[src/rtl/beam_threshold_loader.sv]
// beam_threshold_loader: stages per-beam thresholds and streams them to the trigger core on commit
// Ports: clk_i/rst_i (async active-high); wr_valid_i/wr_addr_i/wr_data_i stage a threshold;
// commit_i starts a load; thresh_o/thresh_ce_o/update_o feed beam_alignment; busy_o/done_o report progress.
// Optional macro DIRTY_ONLY_EN: only beams written since their last load are streamed.
module beam_threshold_loader #(
  parameter int NBEAMS = 2,
  parameter int THRESH_W = 18,
  parameter logic [THRESH_W-1:0] THRESH_INIT = 18'h3FFFF,
  localparam int AW = NBEAMS > 1 ? $clog2(NBEAMS) : 1
) (
  input  logic                clk_i,
  input  logic                rst_i,
  input  logic                wr_valid_i,
  input  logic [AW-1:0]       wr_addr_i,
  input  logic [THRESH_W-1:0] wr_data_i,
  input  logic                commit_i,
  output logic [THRESH_W-1:0] thresh_o,
  output logic [NBEAMS-1:0]   thresh_ce_o,
  output logic                update_o,
  output logic                busy_o,
  output logic                done_o
);
  typedef enum logic [1:0] {IDLE, LOAD, UPDATE} state_t;
  state_t state, state_n;
  logic [AW-1:0] idx, idx_n, hit_idx;
  logic [THRESH_W-1:0] stage [NBEAMS];
  logic [NBEAMS-1:0] pend;
  logic hit, wr_ok;
  assign wr_ok = wr_valid_i && (32'(wr_addr_i) < 32'(NBEAMS));
  // highest pending beam strictly below the current one (any beam when starting from IDLE)
  always_comb begin
    hit = 1'b0;
    hit_idx = '0;
    for (int i = 0; i < NBEAMS; i++)
      if (pend[i] && (state == IDLE || i < int'(idx))) begin
        hit = 1'b1;
        hit_idx = AW'(i);
      end
  end
  always_comb begin
    state_n = state == UPDATE ? IDLE : (state == LOAD || commit_i) ? (hit ? LOAD : UPDATE) : IDLE;
    idx_n = hit ? hit_idx : idx;
  end
  always_ff @(posedge clk_i or posedge rst_i)
    if (rst_i) begin
      state <= IDLE;
      idx <= '0;
      thresh_o <= '0;
      thresh_ce_o <= '0;
      update_o <= 1'b0;
      busy_o <= 1'b0;
      done_o <= 1'b0;
    end else begin
      state <= state_n;
      idx <= idx_n;
      thresh_o <= state_n == LOAD ? stage[idx_n] : '0;
      thresh_ce_o <= state_n == LOAD ? NBEAMS'(1) << idx_n : '0;
      update_o <= state_n == UPDATE;
      busy_o <= state_n != IDLE;
      done_o <= state_n == UPDATE;
    end
  always_ff @(posedge clk_i or posedge rst_i)
    if (rst_i) begin
      for (int i = 0; i < NBEAMS; i++) stage[i] <= THRESH_INIT;
    end else if (wr_ok) begin
      stage[wr_addr_i] <= wr_data_i;
    end
`ifdef DIRTY_ONLY_EN
  logic [NBEAMS-1:0] dirty;
  // a write landing on the edge that loads the beam keeps it dirty for the next commit
  always_ff @(posedge clk_i or posedge rst_i)
    if (rst_i) begin
      dirty <= '1;
    end else begin
      for (int i = 0; i < NBEAMS; i++)
        if (wr_ok && wr_addr_i == AW'(i)) dirty[i] <= 1'b1;
        else if (state_n == LOAD && idx_n == AW'(i)) dirty[i] <= 1'b0;
    end
  assign pend = dirty;
`else
  assign pend = '1;
`endif
endmodule
[config.mk]
export PLATFORM = sky130hd
export DESIGN_NAME = beam_threshold_loader
export DESIGN_NICKNAME = d
export VERILOG_FILES = /design/src/rtl/beam_threshold_loader.sv
export SDC_FILE = /design/constraint.sdc
export NUM_CORES = 1
export LEC_CHECK = 0
export ABC_AREA = 1
export CORE_MARGIN = 3
export CORE_UTILIZATION = 62
export DETAILED_ROUTE_END_ITERATION = 8
export DONT_BUFFER_PORTS = 1
export PLACE_DENSITY = 0.81
export SLEW_MARGIN = 25
export SYNTH_ARGS = -nofsm -noshare
export SYNTH_HDL_FRONTEND = slang
export SYNTH_SLANG_ARGS = --single-unit
[constraint.sdc]
create_clock -name clk_i -period 2 [get_ports clk_i]
set_input_delay 0.2 -clock clk_i [delete_from_list [all_inputs] [get_ports clk_i]]
set_output_delay 0.2 -clock clk_i [all_outputs]
set_load 0.02 [all_outputs]
==> results by group, run 1 <==
CTS
  – CTS tree: yes
  – TritonCTS buffer count: 9
  – Post-cts sizing count: 0
  – Clock latency on the worst-skew pair: between 0.3 and 0.4 ns
  – Clock transition at path regs: about 0.070 ns
  – Clock Tree Buf Depth: 2
  – Clk root buf: clkbuf_8
  – CTS Hold Buffers Added: 16
  – H-tree depth: 3
  – Post-CTS Repair Setup Buffers: 0
  – CTS Sinks: 61

Placed design
  – Input/output buffers: 0
  – Final Wtd Congestion: around 0.75
  – Post-Place Worst Slack: ~0.7 ns
  – Placed cells: about 330
  – Post-DP HPWL: roughly 2.7 mm

STA
  – Fin Clk Skew: ~0.0076 ns
  – Hold Vio Cnt, Final: 0
  – Achievable frequency: 767.1 MHz
  – Final worst path period share: roughly two thirds
  – Final setup margin: approximately 0.70 ns
  – Slew margin rel.: around 70%
  – Final min period: roughly 1.3 ns
  – Setup TNS: 0 ns
  – Worst slew pin tran: 0.4492 ns
  – Final setup fails: 0
  – Unrepaired setup endpoints after global routing: no
  – Slew Limit Fails: 0

Worst setup path
  – Endpoint type of the worst setup path: flop
  – CP top delay family: simple AND/OR/NAND/NOR gates
  – Worst R2R Path Depth: 5
  – Crit-path max FO: 21
  – CP max stage cell: dfrtp_1
  – Top cell by count, worst path: nand2_4
  – Buf/Inv on CP: 1
  – WP data arrival: 1.56 ns
  – Worst path depth: 5
  – Slowest cell delay on critical path: ~0.44 ns
  – Startpoint Class: flop
  – CP required: about 2.3 ns
  – WS Path Type: reg2reg
  – Worst path cell trace: inv_2, nand2_4, nand2_4, nand3_4, nor2_1

Synthesis
  – Mapped Cells: 293
  – Yosys cell types: 16
  – Area leader, netlist: dfstp_2
  – Net Count, Synth: roughly 320
  – Sequential-to-total area share from yosys stat: around three fifths
  – Mapped Avg Cell Area: approximately 8.8 sq um
  – Synthesized cell area: between 2000 and 3000 sq um
  – Number of synthesized register bits: 61
  – Yosys warnings: 0
  – Largest cells by area after synthesis: dfstp_2 37%, dfrtp_1 24%, nor2_1 11%
  – Yosys top cell area share: 36.88%

Final layout
  – Post-route insts no fill: roughly 370
  – Most frequent cells in the layout: 75 x nor2_1, 61 x inv_1, 39 x nand2_1, 36 x o21ai_0, 36 x dfstp_2
  – Diode count: 0
  – Commonest non-fill, non-tap cell in the layout: nor2_1
  – Area Overhead vs Synth: 16.49%
  – Layout net count: 336
  – Filler instances: 265
  – Ratio of cells with drive above 1 in the final layout: 19.81%

Global route
  – Antenna violations before repair: 0
  – First-pass GRT wire length: 8.148 mm
  – Largest net degree at the start of global routing: just over 60
  – Vias in the first global route: 1800
  – Total GRT Usage: around 21%
  – Gr ovfl total: 0

Run status
  – Status: completed

Pwr
  – Worst IR Drop VDD: between 0.9 and 1 mV
  – P_leak: between 1 and 1.5 nW
  – PD cells: around 1400 nW/um^2

Worst hold path
  – Hold Path Class: in2reg
  – Hold path depth: 2

Drt
  – Drt drc: 0
  – Total number of vias: around 1800
  – Initial DRC Count: slightly above 100
  – Drt wl/cell: 12.78 um
  – Detail Route Antenna Nets: 0
  – Router iterations before antenna repair: 4
  – Total length of routed wires: approximately 4.7 mm
  – Via density: slightly below 5

Die
  – # IOs: 46
  – Core area: 3826 sq um
  – Die area: ~5000 sq um
  – Row count: 22
  – Starting density of the core: 67.04%
  – Die X: 70.32 um
  – Die Y: ~70 um

Flow run
  – Max-cap violation count: 0
-- per-layer routing --
layer	wire length [um]	vias up	track usage (%)
met5	0	-	0
met4	72	0	8.511
met3	303	7	8.058
met2	2318	42	35.14
met1	1983	829	25.41
li1	-	897	-
-- report_power, final --
group | total [mW] | leakage [nW] | internal, mW | switching, mW
registers | 2.09 | 0.705 | 1.63 | 0.460
logic | 0.818 | 0.678 | 0.259 | 0.559
clock network | 1.22 | 0.116 | 0.766 | 0.458
total | 4.13 | 1.50 | 2.65 | 1.48
-- cell families (layout without fill, tap and decap cells) --
family	count (synthesis)	in the layout	share of synthesized area (%)
simple gates	122	122	19.85
compound gates	36	36	7.024
buf+inv	74	99	11.85
flops	61	61	61.27
-- cell usage after synthesis, drive strengths merged --
cell    count
buf         8
nand2      44
o21ai      36
nand3       1
dfrtp      25
dfstp      36
inv        63
nand4       1
nor2       76
clkbuf      3
-- worst paths after layout --
path	from	to	slack [ns]
setup / recovery	state[0]$_DFF_PP0_	thresh_o[10]$_DFF_PP0_	0.70
hold / removal	wr_data_i[8]	stage[26]$_DFFE_PP1P_	0.01
setup reg to reg	state[0]$_DFF_PP0_	thresh_o[10]$_DFF_PP0_	0.70
hold reg to reg	stage[3]$_DFFE_PP1P_	stage[3]$_DFFE_PP1P_	0.49
max in group asynchronous	rst_i	stage[6]$_DFFE_PP1P_	1.33
min in group asynchronous	rst_i	thresh_o[3]$_DFF_PP0_	0.37
-- flip-flops by register name, summed over array words and instances, names as in the netlist --
register     flops
stage           36
thresh_ce_o      2
thresh_o        18
done_o           1
state            2
idx              1
busy_o           1
-- through the flow --
stage               instance area (sq um)  util, %  power, mW  hold slack (ns)
detailed placement                   2592    67.76      2.907           0.1651
global placement                     2592    67.76      2.870           0.1639
floorplan                            2565        -      2.769           0.3248
global route                         2988    78.09      4.384         0.008176
finish                               2988    78.09      4.129          0.01391
CTS                                  2978    77.83      4.165        0.0007327
-- layout make-up --
| class | instances | area [sq um] | share of cell area [%] |
|---|---|---|---|
| inverters | 63 | 236.5 | 7.915 |
| clock buffers | 12 | 155.1 | 5.193 |
| flip-flops and latches | 61 | 1572 | 52.60 |
| well taps | 48 | 60.06 | 2.010 |
| repair buffers | 20 | 205.2 | 6.868 |
| multi-input cells | 158 | 689.4 | 23.07 |
| clock inverters | 4 | 70.07 | 2.345 |
No activity file was read; power rests on OpenSTA's default activity.
==> run 2: changes to the inputs <==
Settings changed: ABC_AREA 1 to 0.
Clock period 2 ns to 1.3 ns, I/O delays scaled along.
==> run 2 against run 1 <==
Non-clock buffer count is 11 higher. Wire length is 5.6% higher. Via count is 16% lower. Cell count is 34% lower. Sequential share of layout area is 0.52 points lower. Global-route usage is 0.26 points higher. Synthesized area hardly changed. Fmax is 10% higher. Setup slack worse by 0.58 ns. Critical path type unchanged. Critical endpoint unchanged. Largest cell class unchanged.
==> results by group, run 2 <==
Run status
  – Status: completed

CTS
  – TritonCTS buffer count: 9
  – H-tree depth: 3
  – Clock Tree Buf Depth: 2
  – CTS Sinks: 61
  – Post-CTS Repair Setup Buffers: 0
  – Clk root buf: clkbuf_8
  – Clock transition at path regs: 0.06 ns
  – CTS tree: yes
  – Post-cts sizing count: 0
  – Clock latency on the worst-skew pair: approximately 0.34 ns

Synthesis
  – EDFF count, synth: 0
  – Post-synth top flop: dfstp_2
  – Most frequent cell after synthesis: dfstp_2
  – Post-synth ARST share: 100.0%
  – Largest cells by area after synthesis: dfstp_2 37%, dfrtp_1 24%, mux2_2 11%
  – Commonest cells post-synth: 36 x dfstp_2, 26 x mux2_2, 25 x dfrtp_1
  – Yosys cell types: 23
  – Number of synthesized register bits: 61
  – Sequential-to-total area share from yosys stat: approximately three fifths
  – Yosys top cell area share: between 30% and 40%
  – Area leader, netlist: dfstp_2
  – Synthesized cell area: roughly 2600 sq um
  – Mapped Cells: 161
  – Net Count, Synth: about 180
  – Yosys warnings: 0
  – Mapped Avg Cell Area: approximately 16 sq um

Die
  – Core area: 3826 sq um
  – Die Y: roughly 70 um
  – # IOs: 46
  – Die area: 4949 sq um
  – Die X: roughly 70 um
  – Starting density of the core: between 60 and 70%
  – Row count: 22

Final layout
  – Diode count: 0
  – Fin util: around 79%
  – Most flops, register: stage
  – Post-route insts no fill: 240
  – Layout net count: between 200 and 250
  – Area Overhead vs Synth: 17.54%
  – Filler instances: 230
  – Commonest non-fill, non-tap cell in the layout: dfstp_2
  – Largest regs: stage x36, thresh_o x18
  – Ratio of cells with drive above 1 in the final layout: 55.21%
  – Most frequent cells in the layout: 36 x dfstp_2, 26 x mux2_2, 25 x dfrtp_1, 20 x dlygate4sd3_1, 18 x a41o_1
  – Largest register FFs: 36

STA
  – Setup TNS: 0 ns
  – Slew Limit Fails: 0
  – Slew margin rel.: 66.63%
  – Hold Vio Cnt, Final: 0
  – Fin Clk Skew: 0.004119 ns
  – Achievable frequency: 847.6 MHz
  – Final min period: approximately 1.2 ns
  – Final setup margin: roughly 0.12 ns
  – Final worst path period share: about 91%
  – Worst slew pin tran: ~0.5 ns
  – Final setup fails: 0
  – Unrepaired setup endpoints after global routing: no

Worst setup path
  – Startpoint Class: flop
  – WS Path Type: reg2reg
  – Crit-path max FO: 25
  – CP required: 1.53 ns
  – FF-to-FF End: thresh_o[10]$_DFF_PP0_
  – Reg2reg start: state[0]$_DFF_PP0_
  – WP data arrival: roughly 1.4 ns
  – Critical Path Start: state[0]$_DFF_PP0_
  – Worst R2R Path Depth: 3
  – R2R setup slack: approximately 0.12 ns
  – Critical Path Sink: thresh_o[10]$_DFF_PP0_
  – Endpoint type of the worst setup path: flop

Drt
  – Total length of routed wires: approximately 4.9 mm
  – Drt drc: 0
  – Detail Route Antenna Nets: 0
  – Initial DRC Count: 105
  – Router iterations before antenna repair: 5
  – Total number of vias: 1489
  – Drt wl/cell: 20.58 um
  – Via density: 6.204

Placed design
  – Post-DP HPWL: around 3.2 mm
  – Post-Place Worst Slack: between 0.1 and 0.15 ns
  – Placed cells: a little over 200
  – Input/output buffers: 0
  – Final Wtd Congestion: approximately 0.76

Global route
  – Vias in the first global route: approximately 1500
  – Largest net degree at the start of global routing: 37
  – Total GRT Usage: around 22%
  – Antenna violations before repair: 0
  – Gr ovfl total: 0
  – First-pass GRT wire length: approximately 8 mm

Pwr
  – P_leak: around 1.4 nW
  – PD cells: 1996 nW/um^2
  – Worst IR Drop VDD: approximately 1.2 mV
  – Tot Pwr: about 6 mW

Worst hold path
  – Hold Path Class: in2reg
  – Hold path depth: 2

Flow run
  – Max-cap violation count: 0
-- run 2: changes by cell type in the layout (fill, tap and decap cells not counted), sizes merged, moves of 3 or more --
cell	change
and4bb	+7
inv	-62
nor4bb	+11
mux2	+36
clkbuf	+3
buf	+8
a41o	+18
nor2	-75
o21ai	-36
nand2	-43
dlygate4sd3	+3
-- run 2: worst min path at each step --
| stage | from | end | slack, ns |
|---|---|---|---|
| floorplan | rst_i | busy_o$_DFF_PP0_ | 0.23 |
| global placement | rst_i | done_o$_DFF_PP0_ | 0.09 |
| detailed placement | rst_i | done_o$_DFF_PP0_ | 0.1 |
| CTS | commit_i | thresh_o[6]$_DFF_PP0_ | 0.10 |
| global route | commit_i | thresh_o[6]$_DFF_PP0_ | 0.11 |
| finish | commit_i | thresh_o[0]$_DFF_PP0_ | 0.11 |
-- run 2: what timing repair did --
action / in CTS / in global routing
hold buffers: 20 / 0
hold endpoints to repair: 68 / 0
endpoints found under the setup margin: 0 / 0
-- run 2: cell type report --
class | count | area, sq um | area share (%)
inverters | 2 | 11.26 | 0.3731
repair buffers | 31 | 307.8 | 10.20
flip-flops and latches | 61 | 1572 | 52.07
clock inverters | 1 | 5.005 | 0.1658
multi-input cells | 82 | 895.9 | 29.68
well taps | 48 | 60.06 | 1.990
clock buffers | 15 | 166.4 | 5.514
-- run 2: metrics by stage --
step	instance area [sq um]	hold WS, ns
after floorplan	2571	0.2289
after global placement	2646	0.08965
after detailed placement	2646	0.09627
after CTS	3018	0.1004
after global routing	3018	0.1090
final	3018	0.1132
-- run 2: kinds of logic after synthesis --
family / synth area share [%]
compound gates: 7.359
fa+ha+maj: 0.3899
buf+inv: 3.996
flops: 61.21
mux: 17.25
simple gates: 9.796
-- run 2: routing by layer --
layer	global-route usage (%)	share of wire [%]	up-vias	routed length (um)
met2	33.47	52	36	2551
met4	9.574	1.6	0	80
met5	0	0	-	0
met3	7.050	4.5	10	221
met1	27.95	42	780	2087
li1	-	-	663	-
-- run 2: worst max-delay path, stage by stage (launching register included) --
cell      delay, ns
dfrtp_1        0.35
buf_4          0.25
and4bb_2       0.27
a41o_1         0.20
-- run 2: where the power goes --
part           internal (mW)  switching, mW
sequential              2.52          0.665
combinational          0.738          0.644
clock                  0.796          0.666
total                   4.05           1.97
